[src/rtl/merge_sched_pkg.sv]
// Shared types and constants for the merge scheduler and later merge-tree levels.
package merge_sched_pkg;

  typedef enum logic [1:0] {
    IDLE = 2'd0,
    RUN  = 2'd1,
    DONE = 2'd2
  } state_t;

  // Every merge job ends with one extra terminator beat after both runs.
  localparam int unsigned TERM_BEATS = 1;

endpackage

[src/rtl/rr_arbiter.sv]
// Combinational round-robin pick: search starts at ptr and wraps N-1 -> 0.
module rr_arbiter #(
  parameter int N  = 4,
  parameter int IW = $clog2(N)
) (
  input  logic [N-1:0]  req,
  input  logic [IW-1:0] ptr,
  output logic [N-1:0]  gnt,
  output logic [IW-1:0] idx
);

  always_comb begin
    logic found;
    gnt   = '0;
    idx   = '0;
    found = 1'b0;
    for (int i = 0; i < N; i++) begin
      int k;
      logic [IW-1:0] kk;
      k  = (int'(ptr) + i) % N;
      kk = IW'(k);
      if (!found && req[kk]) begin
        found   = 1'b1;
        gnt[kk] = 1'b1;
        idx     = kk;
      end
    end
  end

endmodule

[src/rtl/merge_scheduler.sv]
// Round-robin scheduler granting one shared merger to NUM_REQ requesters, one job at a time.
// Optional stall watchdog compiled in with MERGE_SCHED_WATCHDOG_EN.
module merge_scheduler
  import merge_sched_pkg::*;
#(
  parameter int NUM_REQ    = 4,
  parameter int LEN_WIDTH  = 32,
  parameter int WDOG_LIMIT = 1024
) (
  input  logic                         i_clk,
  input  logic                         i_rst_n,
  input  logic [NUM_REQ-1:0]           i_req,
  input  logic [NUM_REQ*LEN_WIDTH-1:0] i_len_a,
  input  logic [NUM_REQ*LEN_WIDTH-1:0] i_len_b,
  input  logic                         i_out_write,
  output logic [NUM_REQ-1:0]           o_grant,
  output logic                         o_busy,
  output logic                         o_done,
  output logic [$clog2(NUM_REQ)-1:0]   o_done_id,
  output logic                         o_err
);

  localparam int IW = $clog2(NUM_REQ);
  localparam int TW = LEN_WIDTH + 1;

  state_t               state, state_n;
  logic [NUM_REQ-1:0]   grant, grant_n;
  logic                 busy, busy_n;
  logic                 done, done_n;
  logic [IW-1:0]        done_id, done_id_n;
  logic [IW-1:0]        winner, winner_n;
  logic [IW-1:0]        rr_ptr, rr_ptr_n;
  logic [TW-1:0]        total, total_n;
  logic [TW-1:0]        cnt, cnt_n;
  logic [TW-1:0]        cnt_inc;
  logic [IW-1:0]        ptr_next;
  logic [NUM_REQ-1:0]   arb_gnt;
  logic [IW-1:0]        arb_idx;
  logic [LEN_WIDTH-1:0] len_a_sel, len_b_sel;

  rr_arbiter #(.N(NUM_REQ), .IW(IW)) u_arb (
    .req (i_req),
    .ptr (rr_ptr),
    .gnt (arb_gnt),
    .idx (arb_idx)
  );

  assign len_a_sel = i_len_a[arb_idx*LEN_WIDTH +: LEN_WIDTH];
  assign len_b_sel = i_len_b[arb_idx*LEN_WIDTH +: LEN_WIDTH];
  assign cnt_inc   = cnt + TW'(1);
  assign ptr_next  = (winner == IW'(NUM_REQ - 1)) ? '0 : winner + 1'b1;

`ifdef MERGE_SCHED_WATCHDOG_EN
  localparam int SW = $clog2(WDOG_LIMIT + 1);
  logic [SW-1:0] stall, stall_n;
  logic          err, err_n;
  logic          stall_last;
  assign stall_last = (stall == SW'(WDOG_LIMIT - 1));
  assign o_err      = err;
`else
  logic unused_wdog;
  assign unused_wdog = ^WDOG_LIMIT;
  assign o_err       = 1'b0;
`endif

  always_comb begin
    state_n   = state;
    grant_n   = grant;
    busy_n    = busy;
    done_n    = 1'b0;
    done_id_n = done_id;
    winner_n  = winner;
    rr_ptr_n  = rr_ptr;
    total_n   = total;
    cnt_n     = cnt;
`ifdef MERGE_SCHED_WATCHDOG_EN
    stall_n   = stall;
    err_n     = 1'b0;
`endif
    case (state)
      IDLE: begin
        if (|i_req) begin
          // TW-bit sum: max lengths plus terminator cannot wrap.
          total_n  = TW'(len_a_sel) + TW'(len_b_sel) + TW'(TERM_BEATS);
          cnt_n    = '0;
          winner_n = arb_idx;
          grant_n  = arb_gnt;
          busy_n   = 1'b1;
          state_n  = RUN;
        end
      end
      RUN: begin
        if (i_out_write) begin
          cnt_n = cnt_inc;
`ifdef MERGE_SCHED_WATCHDOG_EN
          stall_n = '0;
`endif
          if (cnt_inc == total) begin
            grant_n   = '0;
            busy_n    = 1'b0;
            done_n    = 1'b1;
            done_id_n = winner;
            state_n   = DONE;
          end
        end
`ifdef MERGE_SCHED_WATCHDOG_EN
        else if (stall_last) begin
          // Abort: release the merger and give the next requester its turn.
          stall_n  = '0;
          err_n    = 1'b1;
          grant_n  = '0;
          busy_n   = 1'b0;
          rr_ptr_n = ptr_next;
          state_n  = IDLE;
        end else begin
          stall_n = stall + 1'b1;
        end
`endif
      end
      DONE: begin
        rr_ptr_n = ptr_next;
        state_n  = IDLE;
      end
      default: state_n = IDLE;
    endcase
  end

  always_ff @(posedge i_clk) begin
    if (!i_rst_n) begin
      state   <= IDLE;
      grant   <= '0;
      busy    <= 1'b0;
      done    <= 1'b0;
      done_id <= '0;
      winner  <= '0;
      rr_ptr  <= '0;
      total   <= '0;
      cnt     <= '0;
`ifdef MERGE_SCHED_WATCHDOG_EN
      stall   <= '0;
      err     <= 1'b0;
`endif
    end else begin
      state   <= state_n;
      grant   <= grant_n;
      busy    <= busy_n;
      done    <= done_n;
      done_id <= done_id_n;
      winner  <= winner_n;
      rr_ptr  <= rr_ptr_n;
      total   <= total_n;
      cnt     <= cnt_n;
`ifdef MERGE_SCHED_WATCHDOG_EN
      stall   <= stall_n;
      err     <= err_n;
`endif
    end
  end

  assign o_grant   = grant;
  assign o_busy    = busy;
  assign o_done    = done;
  assign o_done_id = done_id;

endmodule
[config.mk]
export PLATFORM = sky130hd
export DESIGN_NAME = merge_scheduler
export DESIGN_NICKNAME = d
export VERILOG_FILES = /design/src/rtl/merge_sched_pkg.sv /design/src/rtl/rr_arbiter.sv /design/src/rtl/merge_scheduler.sv
export SDC_FILE = /design/constraint.sdc
export NUM_CORES = 1
export LEC_CHECK = 0
export BUFFER_PORTS_ARGS = -buffer_cell sky130_fd_sc_hd__buf_2
export CORE_ASPECT_RATIO = 0.75
export CORE_MARGIN = 2
export CORE_UTILIZATION = 53
export CTS_CLUSTER_DIAMETER = 40
export DETAILED_ROUTE_END_ITERATION = 6
export PLACE_DENSITY_LB_ADDON = 0.3
export SETUP_SLACK_MARGIN = 0.15
export SLEW_MARGIN = 20
export SYNTH_ARGS = -nofsm -noshare
export SYNTH_HDL_FRONTEND = slang
export SYNTH_SLANG_ARGS = --single-unit
[constraint.sdc]
create_clock -name i_clk -period 7.06 [get_ports i_clk]
set_input_delay 0.353 -clock i_clk [delete_from_list [all_inputs] [get_ports i_clk]]
set_output_delay 0.353 -clock i_clk [all_outputs]
set_load 0.03 [all_outputs]
==> results of run 1 <==
[registers in the layout, indices dropped and copies added (netlist names)]
register,count
rr_ptr,2
o_grant,4
winner,2
cnt,33
state,2
o_done,1
o_busy,1
total,33
o_done_id,2
[stage by stage]
| step | std cells | util | hold WS (ps) | setup WS [ps] | total power, mW |
|---|---|---|---|---|---|
| global placement | 1628 | 0.636 | 456 | 1040 | 1.33 |
| floorplan | 1234 | - | 443 | 1640 | 1.11 |
| global route | 1644 | 0.657 | 232 | 197 | 1.98 |
| detailed placement | 1628 | 0.636 | 462 | 806 | 1.34 |
| finish | 1644 | 0.657 | 232 | 605 | 1.87 |
| CTS | 1644 | 0.657 | 225 | 746 | 1.86 |
[Yosys cell counts, drive strengths merged (5+ instances only)]
master / number / area share
nand4b: 7 / 0.0073
buf: 15 / 0.0080
a211oi: 72 / 0.064
and4: 6 / 0.0062
nand3b: 5 / 0.0045
nor2b: 8 / 0.0059
o21ai: 57 / 0.034
a221oi: 5 / 0.0052
inv: 12 / 0.0053
a22oi: 10 / 0.0089
or4: 5 / 0.0049
a21oi: 83 / 0.049
o21bai: 10 / 0.0089
nand3: 50 / 0.031
a211o: 5 / 0.0052
and3: 15 / 0.011
nand2b: 6 / 0.0045
nand2: 211 / 0.094
nor3: 29 / 0.017
o211ai: 7 / 0.0062
o31ai: 6 / 0.0053
xor2: 25 / 0.026
nor4: 25 / 0.019
nand4: 16 / 0.014
a31oi: 71 / 0.053
dfxtp: 80 / 0.19
a21o: 11 / 0.0098
nor2: 81 / 0.036
or3: 7 / 0.0052
xnor2: 42 / 0.044
clkbuf: 80 / 0.036
ha: 42 / 0.062
o21a: 9 / 0.0080
and2: 67 / 0.050
[cell families after synthesis]
kind of cell,Yosys count
other,1
multiplexers,8
flip-flops,80
buffers and inverters,107
XOR/XNOR,67
AO/OA/AOI/OAI,378
adder cells (fa/ha/maj),43
AND/OR/NAND/NOR,550
[area by class of cell]
cell class,instances,area share
clock buffers,11,0.0239
repair buffers,284,0.144
clock inverters,5,0.00778
inverters,12,0.00444
well taps,205,0.0253
multi-input cells,1047,0.637
flip-flops and latches,80,0.158
[power by group through the flow]
stage / combinational (mW) / clock, mW / sequential [mW]
final: 0.812 / 0.519 / 0.543
after global routing: 0.896 / 0.540 / 0.548
after CTS: 0.797 / 0.521 / 0.543
after detailed placement: 0.790 / 0 / 0.552
after global placement: 0.778 / 0 / 0.552
after floorplan: 0.571 / 0 / 0.538
[critical path, stage by stage (launching register included)]
cell,delay (ps)
dfxtp_1,670
inv_1,250
ha_1,480
mux4_2,410
nor2_1,290
o21ai_0,220
o31a_2,410
nor2_1,200
nor2_1,50
o21ai_0,170
ha_1,270
inv_1,70
fa_1,420
a211oi_1,430
o21ai_0,230
a41oi_1,360
o21ai_1,110
buf_4,170
a311oi_1,390
o21ai_0,260
a311o_1,390
o311ai_0,70
[routing by layer]
| layer | vias up | part of all wire |
|---|---|---|
| met2 | 547 | 0.45 |
| met4 | 0 | 0.023 |
| met1 | 4722 | 0.44 |
| met5 | - | 0 |
| li1 | 4930 | - |
| met3 | 72 | 0.091 |
[worst min path at each step]
| stage | start | end | slack [ps] |
|---|---|---|---|
| 2_1_floorplan | total[5]$_SDFFE_PN0P_ | total[5]$_SDFFE_PN0P_ | 440 |
| 3_3_place_gp | total[5]$_SDFFE_PN0P_ | total[5]$_SDFFE_PN0P_ | 460 |
| 3_5_place_dp | total[13]$_SDFFE_PN0P_ | total[13]$_SDFFE_PN0P_ | 460 |
| 4_1_cts | i_out_write | state[0]$_SDFFE_PN0P_ | 230 |
| 5_1_grt | i_out_write | state[0]$_SDFFE_PN0P_ | 230 |
| 6_report | i_out_write | state[0]$_SDFFE_PN0P_ | 230 |
==> impl_metrics.json, run 1 <==
{
  "seqPwrFrac": 0.290,
  "avgSynthCellArea_um2": 6.83,
  "final_common_cell": "buf_2",
  "endpoint": "total[30]$_SDFFE_PN0P_",
  "rsz0062_at_grt": "false",
  "worst_r2r_endpoint": "total[30]$_SDFFE_PN0P_",
  "post_cts_resized": 0,
  "fmax_mhz": 155,
  "setup_tns_ps": 0,
  "grt_busiest_layer": "met2",
  "drt-vias-per-instance": 6.25,
  "regToRegSetupSlack_ps": 600,
  "synth_fa_ha_area_frac": 0.0647,
  "drv_slew": 0,
  "drtIter0Drc": 933,
  "r2r_cells": 21,
  "cts_made_buffers": 9,
  "multiInputGateArea_mm2": 0.00646,
  "num_antenna_cells": 0,
  "tritoncts": "done",
  "postRouteAntennaNets": 0,
  "tightest_slew_ps": 969,
  "cp.arrival_ps": 6700,
  "htree_num_levels": 3,
  "status": "complete, no violations",
  "cts_root_buf": "clkbuf_16",
  "critPathRequiredTime_ps": 7300,
  "clk_latency_ps": 350,
  "overflow": 0,
  "vias": 10300,
  "pwr-share-clk": 0.277,
  "synth_top_family_by_area": "simple AND/OR/NAND/NOR gates",
  "port_buffers": 270,
  "relSlewSlack": 0.354,
  "grt_pass1_wl_um": 45300,
  "min_period_ps": 6460,
  "hpwl_um": 21700,
  "route.detailed.drc": 0,
  "syn2layout_area_growth_pct": 20.2,
  "io_pins": 272,
  "core_area_mm2": 0.0154,
  "dieArea_mm2": 0.0169,
  "grt.total_usage": 0.327,
  "grt_pass1_vias": 9265,
  "use_met2": 0.522,
  "post-route-period-util": 0.914,
  "cts.reportedPaths.clkPinSlew_ps": 70,
  "start_util": 0.547,
  "postCtsHoldBufs": 0,
  "syn_area_mm2": 0.00843,
  "synth_top_flop_cell": "dfxtp_1",
  "place.gp.congestion": 1.01,
  "p_sw_frac": 0.375,
  "synth_async_sr_flop_share": 0,
  "yosysSeqAreaShare": 0.190,
  "synth-simple-area-share": 0.322,
  "regArea_mm2": 0.00160,
  "p_sw_mw": 0.704,
  "hold_viol": 0,
  "synth_edf_count": 0,
  "synth_cell_types": 71,
  "comb_power_share": 0.433,
  "rows": 39,
  "synth_compound_area_frac": 0.293,
  "maxCapViolations": 0,
  "cts_max_path_buffers": 2,
  "die_w_um": 150,
  "crit_type": "reg -> reg",
  "grt_max_degree": 71,
  "synth_seq_cells": 80,
  "yosysWarnings": 0,
  "synth_nets": 1540,
  "syn_inst": 1234,
  "postLayoutCellArea_mm2": 0.0101,
  "cts.sinks": 80,
  "crit_path_max_fanout": 38,
  "met3_usage": 0.0730,
  "power_density_mw_per_mm2": 185,
  "skew_ps": 7.57,
  "cts_setup_buffers": 0,
  "dpl_cell_area_mm2": 0.00981,
  "synth_mux_area_frac": 0.0114,
  "setup_viol": 0,
  "drive_gt1_frac": 0.224,
  "intPower_mw": 1.17,
  "wirelength_um": 28400,
  "fin_nets": 1740,
  "mostFrequentLayoutCells": "buf_2 (270), nand2_1 (211), a21oi_1 (83)",
  "rr_startpoint": "rr_ptr[0]$_SDFFE_PN0N_",
  "leakage_nw": 4.28,
  "die_y_um": 113,
  "worst_setup_path_end_kind": "register",
  "use_met1": 0.442,
  "critPathLaunch": "rr_ptr[0]$_SDFFE_PN0N_",
  "synth-xor-area-share": 0.0696,
  "worstHoldPathCells": 2,
  "dr.pass1.iters": 5,
  "hp-class": "in -> reg",
  "critPathLaunchType": "register",
  "drt-wirelength-per-cell_um": 17.3,
  "antenna_found_initial": 0,
  "n_fill_cell": 1384,
  "max-vdd-ir-drop_uv": 103
}
(Power assumes the default switching activity.)
==> run 2: changes to the inputs <==
- CELL_PAD_IN_SITES_DETAIL_PLACEMENT: default -> 1
- CELL_PAD_IN_SITES_GLOBAL_PLACEMENT: default -> 1
- CORE_UTILIZATION: 53 -> 36
- clock period: 7.06 -> 6.33 ns (I/O delays scaled with it)
==> run 2 against run 1 <==
Final area is 1.8% higher; maximum frequency is 14% higher; global-route usage is 6.4 points lower; die area is 46% higher; clock power is 3% higher; hold slack worse by 45 ps; sequential share of layout area is 0.28 points lower; setup slack better by 83 ps; critical path type unchanged.
==> impl_metrics.json, run 2 (synthesized netlist as in run 1, its figures left out) <==
{
  "grt_pass1_vias": 10100,
  "vias": 10200,
  "drt-vias-per-instance": 5.86,
  "hp-start": "i_out_write",
  "core_area_mm2": 0.0230,
  "timing.critical_path.mode_cell": "o21ai_0",
  "die_w_um": 181,
  "setup_tns_ps": 0,
  "post-route-period-util": 0.891,
  "critPathRequiredTime_ps": 6550,
  "cts_max_path_buffers": 2,
  "dieArea_mm2": 0.0247,
  "port_buffers": 270,
  "relSlewSlack": 0.286,
  "rows": 48,
  "cts.sinks": 80,
  "rsz0062_at_grt": "false",
  "drive_gt1_frac": 0.230,
  "tightest_slew_ps": 1070,
  "min_period_ps": 5640,
  "cpMaxStageDelayCell": "dfxtp_1",
  "num_antenna_cells": 0,
  "rr_startpoint": "rr_ptr[1]$_SDFFE_PN0N_",
  "overflow": 0,
  "drv_slew": 0,
  "maxCapViolations": 0,
  "clk_latency_ps": 350,
  "place.gp.congestion": 0.897,
  "n_fill_cell": 3045,
  "worst_setup_path_end_kind": "register",
  "skew_ps": 7.01,
  "setup_viol": 0,
  "critPathLaunchType": "register",
  "p_total_mw": 2.08,
  "tritoncts": "done",
  "cp_slowest_stage_delay_ps": 520,
  "regToRegSetupSlack_ps": 690,
  "grt_max_degree": 54,
  "regArea_mm2": 0.00160,
  "grt.total_usage": 0.263,
  "antenna_found_initial": 0,
  "hpwl_um": 25900,
  "crit_path_cell_trace": "inv_1, ha_1, mux4_2, nor2_2, o21ai_1, o31a_4, buf_12, and2_1, a211oi_1, a31oi_1, ha_1, and3_1, o21ai_0, a22oi_1, o21ai_0, o21ai_0, a41oi_1, mux2i_1, a31oi_1",
  "hp-class": "in -> reg",
  "hold_viol": 0,
  "crit_type": "reg -> reg",
  "syn2layout_area_growth_pct": 22.3,
  "max-vdd-ir-drop_uv": 138,
  "multiInputGateArea_mm2": 0.00650,
  "grt_pass1_wl_um": 52500,
  "power_density_mw_per_mm2": 202,
  "fmax_mhz": 177,
  "die_y_um": 137,
  "mostFrequentLayoutCells": "buf_2 (270), nand2_1 (211), a21oi_1 (83)",
  "drt-wirelength-per-cell_um": 19.1,
  "leakage_nw": 4.30,
  "cts_root_buf": "clkbuf_16",
  "path_buf_inv": 2,
  "fin_nets": 1744,
  "cp.arrival_ps": 5860,
  "postRouteAntennaNets": 0,
  "drtIter0Drc": 655,
  "crit_family": "compound AO/OA/AOI/OAI gates",
  "route.detailed.drc": 0,
  "status": "complete, no violations",
  "cts.reportedPaths.clkPinSlew_ps": 60,
  "wirelength_um": 33200,
  "crit_path_max_fanout": 48,
  "critPathLaunch": "rr_ptr[1]$_SDFFE_PN0N_",
  "start_util": 0.367,
  "cts_made_buffers": 9,
  "htree_num_levels": 3,
  "dr.pass1.iters": 5,
  "io_pins": 272,
  "final_common_cell": "buf_2"
}
==> run 2: through the flow <==
step | area (µm²) | instances | utilization | hold WS (ps) | setup slack [ps]
global placement | 9970 | 1726 | 0.433 | 457 | 427
finish | 10300 | 1743 | 0.449 | 187 | 688
CTS | 10300 | 1742 | 0.447 | 180 | 210
global route | 10300 | 1743 | 0.449 | 202 | 153
floorplan | 8430 | 1234 | - | 418 | 906
detailed placement | 9970 | 1726 | 0.433 | 465 | 164
==> run 2: timing repair <==
action	CTS	global route
cloned	0	1
hold endpoints to repair	0	0
resized for setup	1	9
hold buffers	0	0
setup endpoints to repair	1	15
setup buffers	0	0
pin swaps	0	1
==> run 2: cell type report <==
type / count / share of cell area
Multi-Input combinational cell: 1048 / 0.630
Sequential cell: 80 / 0.155
Timing Repair Buffer: 287 / 0.145
Tap cell: 300 / 0.0364
Clock buffer: 11 / 0.0235
Clock inverter: 5 / 0.00546
Inverter: 12 / 0.00437
==> run 2: path summary, 6_finish.rpt <==
check                                   end  depth (start not counted)
setup / recovery     total[25]$_SDFFE_PN0P_                         19
setup reg to reg     total[25]$_SDFFE_PN0P_                         19
hold / removal        state[0]$_SDFFE_PN0P_                          2
hold reg to reg   o_done_id[1]$_SDFFE_PN0P_                          2
==> run 2: report_power, final <==
group	leakage (nW)	internal [mW]	switching (mW)
combinational	3.50	0.399	0.538
clock	0.145	0.316	0.221
sequential	0.653	0.555	0.0508
total	4.30	1.27	0.811
==> run 2: per-layer routing <==
layer  wire [µm]  track usage  vias to the layer above
met2       15500        0.449                      335
met3        1820       0.0410                       46
met1       15300        0.345                     4910
li1            -            -                     4930
met5           0            0                        -
met4         652       0.0712                        0
